<file path="src/rtl/cpu_types_pkg.sv">
// Shared CPU-side types and constants.
//   req_entry_t    : one queued data request (write flag, address, store data)
//                    at the default 32-bit address/data widths.
//   IREN_ALWAYS    : iREN held high whenever out of reset.
//   IREN_EXCLUSIVE : iREN low while any data request is queued.
//   wd_width()     : counter width able to hold a watchdog limit.
package cpu_types_pkg;

  localparam int REQ_AW = 32;
  localparam int REQ_DW = 32;

  typedef struct packed {
    logic              wr;
    logic [REQ_AW-1:0] addr;
    logic [REQ_DW-1:0] data;
  } req_entry_t;

  localparam int IREN_ALWAYS    = 0;
  localparam int IREN_EXCLUSIVE = 1;

  // A limit of 0 or 1 still needs a 1-bit counter.
  function automatic int wd_width(input int limit);
    return (limit < 2) ? 1 : $clog2(limit + 1);
  endfunction

endpackage

</file>
<file path="src/rtl/request_queue_unit_if.sv">
// Memory-controller side of the request queue.
//   dREN/dWEN          : head request is a read / write
//   dmemaddr/dmemstore : head request address / store data
//   iREN               : instruction read enable
//   dhit               : controller completed the head data request
// master = request queue, slave = memory controller.
interface request_queue_unit_if #(
  parameter int AW = 32,
  parameter int DW = 32
);
  logic          dREN;
  logic          dWEN;
  logic [AW-1:0] dmemaddr;
  logic [DW-1:0] dmemstore;
  logic          iREN;
  logic          dhit;

  modport master (output dREN, dWEN, dmemaddr, dmemstore, iREN, input dhit);
  modport slave  (input dREN, dWEN, dmemaddr, dmemstore, iREN, output dhit);
endinterface

</file>
<file path="src/rtl/request_fifo.sv">
// Circular request buffer with count-based full/empty.
//   push/wdata : append an entry (ignored when full or during flush_tail)
//   pop        : retire the head (ignored when empty)
//   flush_tail : drop every entry behind the head; with pop, drop everything
//   head       : entry at the read pointer
//   full/empty/count : occupancy
module request_fifo #(
  parameter int DEPTH = 4,
  parameter int W     = 65,
  localparam int PW   = $clog2(DEPTH),
  localparam int CW   = PW + 1
) (
  input  logic          CLK,
  input  logic          nRST,
  input  logic          push,
  input  logic          pop,
  input  logic          flush_tail,
  input  logic [W-1:0]  wdata,
  output logic [W-1:0]  head,
  output logic          full,
  output logic          empty,
  output logic [CW-1:0] count
);

  logic [W-1:0]  mem [DEPTH];
  logic [PW-1:0] wr_ptr;
  logic [PW-1:0] rd_ptr;
  logic          do_push;
  logic          do_pop;

  assign full    = (count == CW'(DEPTH));
  assign empty   = (count == '0);
  assign do_push = push & ~full & ~flush_tail;
  assign do_pop  = pop & ~empty;
  assign head    = mem[rd_ptr];

  // Pointers wrap naturally because DEPTH is a power of two.
  always_ff @(posedge CLK or negedge nRST) begin
    if (!nRST) begin
      wr_ptr <= '0;
      rd_ptr <= '0;
      count  <= '0;
    end else if (flush_tail) begin
      if (do_pop) begin
        rd_ptr <= rd_ptr + PW'(1);
        wr_ptr <= rd_ptr + PW'(1);
        count  <= '0;
      end else if (!empty) begin
        // Keep only the head: it may already be in the memory controller.
        wr_ptr <= rd_ptr + PW'(1);
        count  <= CW'(1);
      end
    end else begin
      if (do_push) wr_ptr <= wr_ptr + PW'(1);
      if (do_pop)  rd_ptr <= rd_ptr + PW'(1);
      count <= count + CW'(do_push) - CW'(do_pop);
    end
  end

  always_ff @(posedge CLK) begin
    if (do_push) mem[wr_ptr] <= wdata;
  end

endmodule

</file>
<file path="src/rtl/request_queue_unit.sv">
// Buffers pipeline data requests and issues them one at a time to memory.
//   CLK, nRST          : clock, asynchronous active-low reset
//   ihit               : fetch completed; qualifies memread/memwr
//   memread/memwr      : load / store request (both set = store)
//   daddr/dstore       : request address / store data
//   flush              : drop queued requests that are not yet issued
//   full/empty/count   : queue occupancy, full stalls the pipeline
//   timeout_err        : sticky watchdog error
//   mem                : memory-controller side (dREN/dWEN/dmemaddr/dmemstore/iREN, dhit)
module request_queue_unit
  import cpu_types_pkg::*;
#(
  parameter int AW             = 32,
  parameter int DW             = 32,
  parameter int DEPTH          = 4,
  parameter int IREN_MODE      = IREN_ALWAYS,
  parameter int TIMEOUT_CYCLES = 1024
) (
  input  logic                   CLK,
  input  logic                   nRST,
  input  logic                   ihit,
  input  logic                   memread,
  input  logic                   memwr,
  input  logic [AW-1:0]          daddr,
  input  logic [DW-1:0]          dstore,
  input  logic                   flush,
  output logic                   full,
  output logic                   empty,
  output logic [$clog2(DEPTH):0] count,
  output logic                   timeout_err,
  request_queue_unit_if.master   mem
);

  localparam int CW   = $clog2(DEPTH) + 1;
  localparam int EW   = 1 + AW + DW;
  localparam int WD_W = wd_width(TIMEOUT_CYCLES);
  localparam logic [WD_W-1:0] WD_LIM = WD_W'(TIMEOUT_CYCLES);

  // Same layout as req_entry_t, sized by this instance's widths.
  typedef struct packed {
    logic          wr;
    logic [AW-1:0] addr;
    logic [DW-1:0] data;
  } entry_t;

  entry_t          wentry;
  entry_t          head;
  entry_t          next_src;
  logic [EW-1:0]   head_vec;
  logic            q_full;
  logic            q_empty;
  logic [CW-1:0]   q_count;
  logic            push;
  logic            pop;
  logic [CW-1:0]   count_next;
  logic            out_vld_next;
  logic [WD_W-1:0] wd;
  logic [WD_W-1:0] wd_next;

  logic            dren_r;
  logic            dwen_r;
  logic [AW-1:0]   addr_r;
  logic [DW-1:0]   data_r;
  logic            iren_r;

  function automatic logic [WD_W-1:0] sat_inc(input logic [WD_W-1:0] v,
                                              input logic [WD_W-1:0] lim);
    return (v >= lim) ? v : v + 1'b1;
  endfunction

  // A store wins when both request flags are set.
  assign wentry = '{wr: memwr, addr: daddr, data: dstore};
  assign push   = ihit & (memread | memwr) & ~q_full & ~flush;
  assign pop    = mem.dhit & ~q_empty;

  request_fifo #(.DEPTH(DEPTH), .W(EW)) u_fifo (
    .CLK        (CLK),
    .nRST       (nRST),
    .push       (push),
    .pop        (pop),
    .flush_tail (flush),
    .wdata      (wentry),
    .head       (head_vec),
    .full       (q_full),
    .empty      (q_empty),
    .count      (q_count)
  );

  assign head = entry_t'(head_vec);

  always_comb begin
    count_next = q_count + CW'(push) - CW'(pop);
    if (flush) count_next = (pop || q_empty) ? '0 : CW'(1);
  end

  // A push into an empty queue is issued straight from the input entry so it
  // shows up the cycle after acceptance. After a pop the outputs go idle for
  // one cycle so the retired op is never seen twice.
  assign next_src     = q_empty ? wentry : head;
  assign out_vld_next = ~pop & (count_next != '0);

  always_comb begin
    wd_next = sat_inc(wd, WD_LIM);
    if (q_empty || mem.dhit) wd_next = '0;
  end

  always_ff @(posedge CLK or negedge nRST) begin
    if (!nRST) begin
      dren_r      <= 1'b0;
      dwen_r      <= 1'b0;
      addr_r      <= '0;
      data_r      <= '0;
      iren_r      <= 1'b0;
      wd          <= '0;
      timeout_err <= 1'b0;
    end else begin
      dren_r <= out_vld_next & ~next_src.wr;
      dwen_r <= out_vld_next & next_src.wr;
      addr_r <= out_vld_next ? next_src.addr : '0;
      data_r <= (out_vld_next && next_src.wr) ? next_src.data : '0;
      iren_r <= (IREN_MODE == IREN_EXCLUSIVE) ? (count_next == '0) : 1'b1;
      wd     <= wd_next;
      if ((TIMEOUT_CYCLES != 0) && (wd_next >= WD_LIM)) timeout_err <= 1'b1;
    end
  end

  assign full          = q_full;
  assign empty         = q_empty;
  assign count         = q_count;
  assign mem.dREN      = dren_r;
  assign mem.dWEN      = dwen_r;
  assign mem.dmemaddr  = addr_r;
  assign mem.dmemstore = data_r;
  assign mem.iREN      = iren_r;

endmodule

</file>
<file path="src/flat_wrapper.sv">
// flat-port wrapper written by rule: the top's interface ports become plain ports
module request_queue_unit_flat import cpu_types_pkg::*;
#(
  parameter int AW             = 32,
  parameter int DW             = 32,
  parameter int DEPTH          = 4,
  parameter int IREN_MODE      = IREN_ALWAYS,
  parameter int TIMEOUT_CYCLES = 1024
)
  (CLK, nRST, ihit, memread, memwr, daddr, dstore, flush, full, empty, count, timeout_err, mem_dREN, mem_dWEN, mem_dmemaddr, mem_dmemstore, mem_iREN, mem_dhit);
  request_queue_unit_if #(.AW(AW), .DW(DW)) mem_i ();
  input  logic CLK;
  input  logic nRST;
  input  logic ihit;
  input  logic memread;
  input  logic memwr;
  input  logic [AW-1:0] daddr;
  input  logic [DW-1:0] dstore;
  input  logic flush;
  output logic full;
  output logic empty;
  output logic [$clog2(DEPTH):0] count;
  output logic timeout_err;
  output wire logic [$bits(mem_i.dREN)-1:0] mem_dREN;
  output wire logic [$bits(mem_i.dWEN)-1:0] mem_dWEN;
  output wire logic [$bits(mem_i.dmemaddr)-1:0] mem_dmemaddr;
  output wire logic [$bits(mem_i.dmemstore)-1:0] mem_dmemstore;
  output wire logic [$bits(mem_i.iREN)-1:0] mem_iREN;
  input wire logic [$bits(mem_i.dhit)-1:0] mem_dhit;
  assign mem_dREN = mem_i.dREN;
  assign mem_dWEN = mem_i.dWEN;
  assign mem_dmemaddr = mem_i.dmemaddr;
  assign mem_dmemstore = mem_i.dmemstore;
  assign mem_iREN = mem_i.iREN;
  assign mem_i.dhit = mem_dhit;
  request_queue_unit #(.AW(AW), .DW(DW), .DEPTH(DEPTH), .IREN_MODE(IREN_MODE), .TIMEOUT_CYCLES(TIMEOUT_CYCLES)) u_core (.CLK(CLK), .nRST(nRST), .ihit(ihit), .memread(memread), .memwr(memwr), .daddr(daddr), .dstore(dstore), .flush(flush), .full(full), .empty(empty), .count(count), .timeout_err(timeout_err), .mem(mem_i));
endmodule
</file>
<file path="config.mk">
export PLATFORM = sky130hd
export DESIGN_NAME = request_queue_unit_flat
export DESIGN_NICKNAME = d
export VERILOG_FILES = /design/src/rtl/cpu_types_pkg.sv /design/src/rtl/request_queue_unit_if.sv /design/src/rtl/request_fifo.sv /design/src/rtl/request_queue_unit.sv /design/src/flat_wrapper.sv
export SDC_FILE = /design/constraint.sdc
export NUM_CORES = 1
export LEC_CHECK = 0
export BUFFER_PORTS_ARGS = -buffer_cell sky130_fd_sc_hd__clkbuf_2
export CORE_ASPECT_RATIO = 0.5
export CORE_UTILIZATION = 45
export DETAILED_ROUTE_END_ITERATION = 8
export GPL_TIMING_DRIVEN = 0
export SLEW_MARGIN = 20
export SYNTH_ARGS = -nofsm -noshare
export SYNTH_HDL_FRONTEND = slang
export SYNTH_SLANG_ARGS = --single-unit
</file>
<file path="constraint.sdc">
create_clock -name CLK -period 3.9 [get_ports CLK]
set_clock_uncertainty 0.2 [all_clocks]
set_input_delay 0.39 -clock CLK [delete_from_list [all_inputs] [get_ports CLK]]
set_output_delay 0.39 -clock CLK [all_outputs]
set_load 0.02 [all_outputs]
</file>
# Yosys cells after proc, flatten, opt, wreduce, memory -nomap -nowiden
# Memories as Yosys holds them, arrays and structs flattened.
# Index checks and enable logic that the tools add are counted.
[totals]
ff_bits = 86
latchBits = 0
ramBits = 260
rom_bits = 0
in_bits = 71
output_inout_bits = 73
wordCells = 61
memories = 1
[classes]
n_addsub = 7
n_mul = 0
div_mod_pow = 0
order_cmp = 2
n_eq_ne = 2
shift = 0
mux = 16
n_bitwise = 16
reduce_logical = 7
[memory_table]
columns = ["memory", "depth", "word_bits", "read_ports", "rd_clocked_by_memory_dff", "wr", "line_no", "text"]
rows = [
  ["u_core.u_fifo.mem", 4, 65, 1, 0, 1, "request_fifo.sv:25", "logic [W-1:0] mem [DEPTH];"],
]
[op_table]
columns = ["cell", "count"]
rows = [
  ["$mux 65", 1],
  ["$mux 32", 2],
  ["$ge 11x11->1 const B", 2],
  ["$mux 11", 2],
  ["$mux 3", 4],
  ["$add 11x1->11 const B", 1],
  ["$and 1x1->1", 10],
  ["$mux 2", 4],
  ["$add 3x1->3", 2],
  ["$sub 3x1->3", 2],
  ["$not 1->1", 5],
  ["$add 2x1->2 const B", 2],
  ["$eq 3x3->1 const B", 1],
  ["$logic_not 3->1", 1],
  ["$mux 1", 3],
  ["$ne 3x3->1 const B", 1],
  ["$reduce_bool 3->1", 1],
  ["$logic_or 1x1->1", 2],
  ["$reduce_and 2->1", 1],
  ["$reduce_bool 2->1", 1],
  ["$logic_and 1x1->1", 1],
  ["$or 1x1->1", 1],
]

# Logic depth before layout (Yosys ltp)
# Gate-level depths: netlist of the first run.
[logic_depth]
ltp_word = 11
ltp_mapped = 14
ltp_nobuf = 12

# Modules after synthesis
# Synthesis of the first run repeated with hierarchy kept, for this count alone.
[unflattened]
cells_unflattened = 677
area_unflattened_um2 = 13375.3
[modules_own_cells]
columns = ["module", "n_inst", "cells_per_inst", "area_per_inst_um2", "seq_area_each_um2"]
rows = [
  ["request_fifo", 1, 388, 9885.7, 7982.7],
  ["request_queue_unit", 1, 289, 3489.6, 1976.9],
]

# Worst setup path after synthesis of the first run
# Ideal clock, no wire load.
[synth_timing]
path_type = "register to register"
from = "register u_core.u_fifo.count[1]"
to = "register u_core.dwen_r (netlist: u_core.mem.dWEN)"
setup_ns = 0.132
arrival_ns = 3.499
t_required_ns = 3.568
setup_slack_ns = 0.069
stages_incl_launch_ff = 15
n_path_buf = 2
synth_period_minus_slack_ns = 3.831
path_cell_list = "dfrtp_1 buf_6 or3b_2 inv_1 nor3_1 inv_1 ha_1 inv_1 ha_1 inv_1 fa_1 or3b_2 nor2_1 buf_2 a21oi_1"
[synth_between]
elab_chain_cells = 10
elab_cells_between_ends = 17
classes_between = "add/sub: 2; eq/ne: 1; mux: 3; bitwise: 8; reduce/logical: 3"
[synth_rtl]
columns = ["element", "line_no", "text"]
rows = [
  ["from (decl)", "request_fifo.sv:22", "output logic [CW-1:0] count"],
  ["from (signal assigned)", "request_fifo.sv:56", "count <= count + CW'(do_push) - CW'(do_pop);"],
  ["$eq 3x3->1", "request_fifo.sv:31", "assign full = (count == CW'(DEPTH));"],
  ["via full", "flat_wrapper.sv:20", "output logic full;"],
  ["$not 1->1", "request_queue_unit.sv:73", "assign push = ihit & (memread | memwr) & ~q_full & ~flush;"],
  ["$and 1x1->1 (2 in series)", "request_queue_unit.sv:73", ""],
  ["$add 3x1->3", "request_queue_unit.sv:92", "count_next = q_count + CW'(push) - CW'(pop);"],
  ["$sub 3x1->3", "request_queue_unit.sv:92", ""],
  ["$mux 3", "request_queue_unit.sv:93", "if (flush) count_next = (pop || q_empty) ? '0 : CW'(1);"],
  ["$reduce_bool 3->1", "request_queue_unit.sv:100", "assign out_vld_next = ~pop & (count_next != '0);"],
  ["$and 1x1->1", "request_queue_unit.sv:100", ""],
  ["$and 1x1->1", "request_queue_unit.sv:118", "dwen_r <= out_vld_next & next_src.wr;"],
  ["to (signal assigned)", "request_queue_unit.sv:118", ""],
  ["to (decl)", "request_queue_unit.sv:61", "logic dwen_r;"],
]
# The timed path passes the listed nets, and every way through them passes these cells.
# A chain may end at the register's enable or synchronous reset.

# Worst setup path after layout of the first run
[layout_timing]
from = "register u_core.u_fifo.count[1]"
to = "register u_core.data_r[16] (netlist: u_core.mem.dmemstore[16])"
[layout_between]
elab_chain_cells = 11
elab_cells_between_ends = 18
classes_between = "add/sub: 2; eq/ne: 1; mux: 4; bitwise: 7; reduce/logical: 4"
[layout_rtl]
columns = ["element", "line_no", "text"]
rows = [
  ["$eq 3x3->1", "request_fifo.sv:31", ""],
  ["$not 1->1", "request_queue_unit.sv:73", ""],
  ["$and 1x1->1 (2 in series)", "request_queue_unit.sv:73", ""],
  ["$add 3x1->3", "request_queue_unit.sv:92", ""],
  ["$sub 3x1->3", "request_queue_unit.sv:92", ""],
  ["$mux 3", "request_queue_unit.sv:93", ""],
  ["$reduce_bool 3->1", "request_queue_unit.sv:100", ""],
  ["$and 1x1->1", "request_queue_unit.sv:100", ""],
  ["$logic_and 1x1->1", "request_queue_unit.sv:120", "data_r <= (out_vld_next && next_src.wr) ? next_src.data : '0;"],
  ["$mux 32 (*)", "request_queue_unit.sv:120", ""],
  ["to (signal assigned)", "request_queue_unit.sv:120", ""],
  ["to (decl)", "request_queue_unit.sv:63", "logic [DW-1:0] data_r;"],
]
# Every way passes the cells marked *; elsewhere a longest branch is shown, timed or not.

==> results of run 1 <==
-- power breakdown --
group / switching [uW] / internal [uW] / total [uW]
clock: 1320 / 1840 / 3170
combinational: 2600 / 1830 / 4430
sequential: 181 / 4520 / 4700
total: 4110 / 8200 / 12300
-- through the flow --
stage	hold slack (ns)	setup TNS [ns]
2_1_floorplan	-0.106	0
3_3_place_gp	0.304	-323.51
3_5_place_dp	0.0322	-27.10
4_1_cts	0.0122	-0.0267
5_1_grt	0.0134	-0.0939
6_report	0.0312	0
-- sequential cells by signal, indices dropped and copies added, names as in the netlist --
register,cells
u_core.u_fifo.count,3
u_core.mem.dWEN,1
u_core.timeout_err,1
u_core.u_fifo.wr_ptr,2
u_core.wd,11
u_core.mem.dmemstore,32
u_core.u_fifo.mem,260
u_core.mem.dmemaddr,32
u_core.mem.iREN,1
u_core.mem.dREN,1
u_core.u_fifo.rd_ptr,2
-- layout make-up --
type                    instances  area [sq um]  area share [%]
multi-input cells             319          3330            19.9
well taps                     391           489            2.92
flip-flops and latches        346          9960            59.4
inverters                      16          65.1           0.388
plain buffers                  41           265            1.58
clock buffers                  42           918            5.47
repair buffers                222          1590            9.48
clock inverters                15           156           0.932
-- layout by cell type (no fill, tap or decap), drive strengths merged, types with 10 or more instances in the layout --
cell	instances
nand2	68
mux2i	33
mux4	65
clkbuf	189
buf	48
edfxtp	260
a21oi	40
a211oi	34
inv	16
dfrtp	86
ha	10
dlygate4sd3	68
-- cell families after synthesis --
group,after synthesis
xor gates and xnor gates,9
and+or+nand+nor,109
other,1
buffers and inverters,57
DFF,346
muxes,98
AOI/OAI and AO/OA,90
adders and majority gates,12
-- how the worst max path moves through the flow --
stage,cells past startpoint,to,slack [ns],start
floorplan,14,u_core.mem.dWEN$_DFF_PN0_,0.07,u_core.u_fifo.count[1]$_DFFE_PN0P_
global placement,5,u_core.u_fifo.mem[3][10]$_DFFE_PP_,-1.19,u_core.u_fifo.count[1]$_DFFE_PN0P_
detailed placement,14,u_core.mem.dmemstore[16]$_DFF_PN0_,-0.62,u_core.u_fifo.count[1]$_DFFE_PN0P_
CTS,14,u_core.mem.dmemstore[16]$_DFF_PN0_,-0.009,u_core.u_fifo.count[1]$_DFFE_PN0P_
global route,14,u_core.mem.dmemstore[16]$_DFF_PN0_,-0.02,u_core.u_fifo.count[1]$_DFFE_PN0P_
finish,14,u_core.mem.dmemstore[16]$_DFF_PN0_,0.12,u_core.u_fifo.count[1]$_DFFE_PN0P_
-- per-layer routing --
layer	global-route usage [%]	wire, um
met1	27.8	13200
met2	32.6	14500
met3	2.95	1160
met4	3.68	454
met5	0	0
-- timing repair --
| item | 4_1_cts | 5_1_grt |
|---|---|---|
| cloned | 0 | 1 |
| hold endpoints to repair | 388 | 0 |
| gates resized for setup | 11 | 7 |
| pin swaps | 1 | 2 |
| setup buffers | 1 | 4 |
| hold buffers | 68 | 0 |
| endpoints found under the setup margin | 66 | 63 |
-- critical path, delay by kind of cell, from the launching register on --
kind	cells	cell delay [ns]
AOI/OAI and AO/OA	1	0.07
buffers and inverters	6	0.72
DFF	1	0.44
and+or+nand+nor	4	1.36
adders and majority gates	3	0.84
==> impl_metrics.yaml, run 1 <==
outcome:
  status: "finished with violations"
  violations: "design-rule violations"
route:
  viasPerCell: 5.33
  dr.pass1.iters: 6
  num_vias: 7414
  drtAntennaViolNets: 0
  drcViolationCount: 8
  totalWireLength_mm: 29.3
  wl_per_cell_um: 21.0
  drtIter0Drc: 445
final_layout:
  areaGrowthSynthToFinish_pct: 23.8
  final_cells: 1392
  nets: 1060
  nFillCells: 2283
  utilization_pct: 57.3
  diodes: 0
  fin_area_sq_um: 16800
  drive_gt1_share_pct: 35.1
logic_synthesis:
  synth-simple-area-share_pct: 3.79
  synth-warning-count: 0
  synth_top_cell_by_area: "edfxtp_1"
  syn_nets: 805
  muxShareOfSynthArea_pct: 13.2
  synth-edff-count: 260
  seq_area_frac_synth_pct: 73.5
  yosysUniqueCellTypes: 43
  synth_top_family_by_area: "multiplexers"
  synthAdderAreaFrac_pct: 1.22
  avgSynthCellArea_sq_um: 18.8
  ys_top_cells_by_area: "edfxtp_1, dfrtp_1, mux4_2, a211oi_2, mux2i_1"
  synth_area_sq_um: 13500
  synth-seq-cells: 346
  synth_common_cells: "edfxtp_1, dfrtp_1, nand2_1"
  postSynth.asyncResetShare_pct: 24.9
  synth_most_common_cell: "edfxtp_1"
  synthCells: 722
  synth_compound_area_share_pct: 5.29
  synth_xor_area_share_pct: 0.693
  synth-main-ff-cell: "edfxtp_1"
  synth_top_area_share_pct: 57.6
setup_path:
  reg2reg_depth: 14
  r2r-start: "u_core.u_fifo.count[1]$_DFFE_PN0P_"
  crit_type: "reg -> reg"
  crit_slowest_cell: "or3b_2"
  path_max_fanout: 10
  reg2reg_slack_ns: 0.12
  r2r-end: "u_core.mem.dmemstore[16]$_DFF_PN0_"
  worst_setup_path_start_kind: "register"
  worstPathCellList: "buf_6 -> or3b_2 -> inv_2 -> nor3_4 -> inv_1 -> ha_1 -> inv_1 -> ha_1 -> inv_1 -> fa_1 -> or3b_2 -> nor2_4 -> buf_4 -> a211oi_2"
  cp-end-kind: "register"
  cp.arrival_ns: 4.00
  worst_ep_required_time_ns: 4.12
  crit_top_cell: "inv_1"
  max_stage_delay_ns: 0.52
power:
  irDropWorstVdd_mv: 0.536
  totalPowerFinal_uw: 12300
  power.density_nw_per_um2: 733
  power_leakage_uw: 0.00636
die:
  die_w_um: 247
  coreArea_sq_um: 29300
  initial_core_util_pct: 46.3
  dieArea_sq_um: 30800
  rows: 44
  dieHeight_um: 125
  io_pins: 144
grt:
  grt_usage_pct: 19.6
  grt_antenna_before_repair: 0
  grt_pass1_vias: 7929
  grt_pass1_wl_mm: 46.0
  grt_max_degree: 79
  grt_overflow: 0
cts:
  cts_tree: "built"
  clock-sinks: 346
  clk_latency_ns: 0.56
  path_clk_slew_ns: 0.07
  cts_buffers: 31
  htree_levels: 1
  max-clock-path-buffers: 3
  root_buffer: "clkbuf_16"
sta:
  period_share_pct: 96.8
  final-setup-viol-count: 0
  setup_ws_ns: 0.125
  slew_violations: 0
  fin_crit_ns: 3.78
  slew_headroom_pct: 50.0
  finalHoldViolations: 0
  fmax_mhz: 265
  tightest_slew_ns: 0.749
run:
  max_cap_violations: 0
placement:
  hpwl_mm: 17.6
  place.gp.congestion: 0.740
  numPortBuffers: 143
  placed_area_sq_um: 14900
  dp_slack_ns: -0.619
  place_inst: 1261
hold_path:
  hold_class: "in -> async"
Power figures use the tool's default switching activity.
==> run 2, diff against run 1 <==
Settings changed: BUFFER_PORTS_ARGS -buffer_cell sky130_fd_sc_hd__clkbuf_2 to unset, DONT_BUFFER_PORTS set to 1.
Clock period 3.9 ns to 3.75 ns, I/O delays scaled along.
==> run 2 against run 1 <==
Net effect:
- the flow still finishes with violations (design-rule violations)
- largest power group unchanged
- highest routed layer unchanged
- non-clock buffer count is 138 lower
- setup slack worse by 0.00089 ns
- critical path type unchanged
- first-iteration DRC count decreased by 4.7%
==> impl_metrics.yaml, run 2 (synthesis results as in run 1) <==
outcome:
  status: "finished with violations"
  violations: "design-rule violations"
power:
  irDropWorstVdd_mv: 0.396
  power.density_nw_per_um2: 772
  switchingPower_uw: 4120
  power_leakage_uw: 0.00575
  swShare_pct: 33.1
  pwr-share-clk_pct: 25.6
  pwr-share-seq_pct: 42.8
  p_int_uw: 8320
  combPwrFrac_pct: 31.7
  totalPowerFinal_uw: 12400
final_layout:
  largest_reg_flops: 260
  drive_gt1_share_pct: 23.9
  areaGrowthSynthToFinish_pct: 19.0
  regMostFlops: "u_core.u_fifo.mem"
  final_cell_mix: "edfxtp_1, dfrtp_1, dlygate4sd3_1"
  final_common_cell: "edfxtp_1"
  final_cells: 1254
  nets: 922
  diodes: 0
  nFillCells: 2307
grt:
  grt_antenna_before_repair: 0
  grt_pass1_wl_mm: 43.6
  grt_max_degree: 87
  grtUsageMet1_pct: 26.0
  globalRoute.busiestLayer: "met2"
  grt_pass1_vias: 7294
  use_met2_pct: 31.0
  grt_overflow: 0
  grt_usage_pct: 18.7
  met3_usage_pct: 3.81
setup_path:
  cp.arrival_ns: 3.86
  crit_type: "reg -> reg"
  path_max_fanout: 10
  worst_setup_path_start_kind: "register"
  worst_ep_required_time_ns: 3.98
  cp-end-kind: "register"
die:
  dieHeight_um: 125
  initial_core_util_pct: 46.3
  rows: 44
  io_pins: 144
  die_w_um: 247
  coreArea_sq_um: 29300
  dieArea_sq_um: 30800
cts:
  clk_latency_ns: 0.56
  max-clock-path-buffers: 3
  clock-sinks: 346
  htree_levels: 1
  path_clk_slew_ns: 0.07
  root_buffer: "clkbuf_16"
  cts_tree: "built"
  cts_buffers: 31
sta:
  tightest_slew_ns: 0.727
  fin_crit_ns: 3.63
  slew_violations: 0
  period_share_pct: 96.7
  rsz0062_at_grt: "yes"
  fmax_mhz: 276
  finalHoldViolations: 0
  setup_tns_ns: 0
  final-setup-viol-count: 0
  slew_headroom_pct: 51.5
route:
  totalWireLength_mm: 28.0
  dr.pass1.iters: 9
  drtIter0Drc: 424
  drcViolationCount: 3
  num_vias: 6872
  wl_per_cell_um: 22.3
  viasPerCell: 5.48
  drtAntennaViolNets: 0
run:
  max_cap_violations: 0
placement:
  place.gp.congestion: 0.782
  place_inst: 1117
  numPortBuffers: 0
  hpwl_mm: 16.7
hold_path:
  hold_class: "in -> reg"
==> run 2: changes by cell type in the layout (fill, tap and decap cells not counted), moves of 3 or more <==
cell | before | now
buf_12 | 2 | 5
clkbuf_2 | 142 | 0
clkbuf_1 | 6 | 11
buf_8 | 1 | 4
dlygate4sd3_1 | 68 | 72
clkinv_2 | 8 | 5
==> run 2: critical path, stage by stage, from the launching register on <==
cell and delay, ns:
dfrtp_2 0.50, buf_6 0.17, or3b_4 0.42, clkinvlp_4 0.19
nor3_4 0.05, inv_1 0.06, ha_1 0.21, inv_1 0.06
ha_1 0.13, inv_1 0.05, fa_1 0.50, or3b_4 0.41
o221ai_4 0.18, buf_12 0.16, buf_8 0.14, a21oi_1 0.07
==> run 2: worst paths after layout <==
kind | startpoint | to | slack (ns) | cells past startpoint
max | u_core.u_fifo.count[1]$_DFFE_PN0P_ | u_core.mem.dmemaddr[29]$_DFF_PN0_ | 0.12 | 15
min | memread | u_core.u_fifo.wr_ptr[1]$_DFFE_PN0P_ | 0.03 | 3
max reg2reg | u_core.u_fifo.count[1]$_DFFE_PN0P_ | u_core.mem.dmemaddr[29]$_DFF_PN0_ | 0.12 | 15
min reg2reg | u_core.wd[8]$_DFF_PN0_ | u_core.wd[8]$_DFF_PN0_ | 0.36 | 2
max in group asynchronous | nRST | u_core.u_fifo.count[1]$_DFFE_PN0P_ | 2.76 | 2
min in group asynchronous | nRST | u_core.mem.dmemaddr[27]$_DFF_PN0_ | 0.20 | 2
==> run 2: power by group through the flow <==
stage	Combinational, uW	Sequential (uW)	Clock [uW]
5_1_grt	4320	5360	3400
2_1_floorplan	2710	5310	0
3_5_place_dp	3580	5400	0
6_report	3940	5320	3180
3_3_place_gp	3530	5420	0
4_1_cts	3890	5330	3260
==> run 2: area by class of cell <==
class,count,area (sq um),share of cell area (%)
flip-flops and latches,346,9960,61.8
multi-input cells,319,3340,20.7
clock buffers,46,923,5.73
plain buffers,41,303,1.88
repair buffers,84,921,5.71
clock inverters,11,109,0.675
inverters,16,68.8,0.427
well taps,391,489,3.04
==> run 2: metrics by stage <==
step           utilization [%]  instance area (sq um)  hold slack, ns  setup slack [ns]
3_3_place_gp              48.0                  14000          -0.119             -1.52
6_report                  55.0                  16100          0.0254             0.124
5_1_grt                   55.0                  16100          0.0248           -0.0214
4_1_cts                   54.7                  16000         0.00633           0.00137
3_5_place_dp              48.3                  14200          -0.119            -0.759
2_1_floorplan                -                  13600          -0.121          -0.00645
==> run 2: layer usage <==
metal	routed length [um]	vias to the layer above
met2	14200	110
met4	354	0
met5	0	-
li1	-	3055
met1	12300	3677
met3	1140	30
==> run 2: repair_timing <==
item / in CTS / in global routing
hold endpoints to repair: 420 / 0
gates cloned: 0 / 0
setup endpoints to repair: 66 / 62
resized for setup: 16 / 13
setup buffers: 3 / 4
pin swaps: 2 / 3
hold buffers: 73 / 0
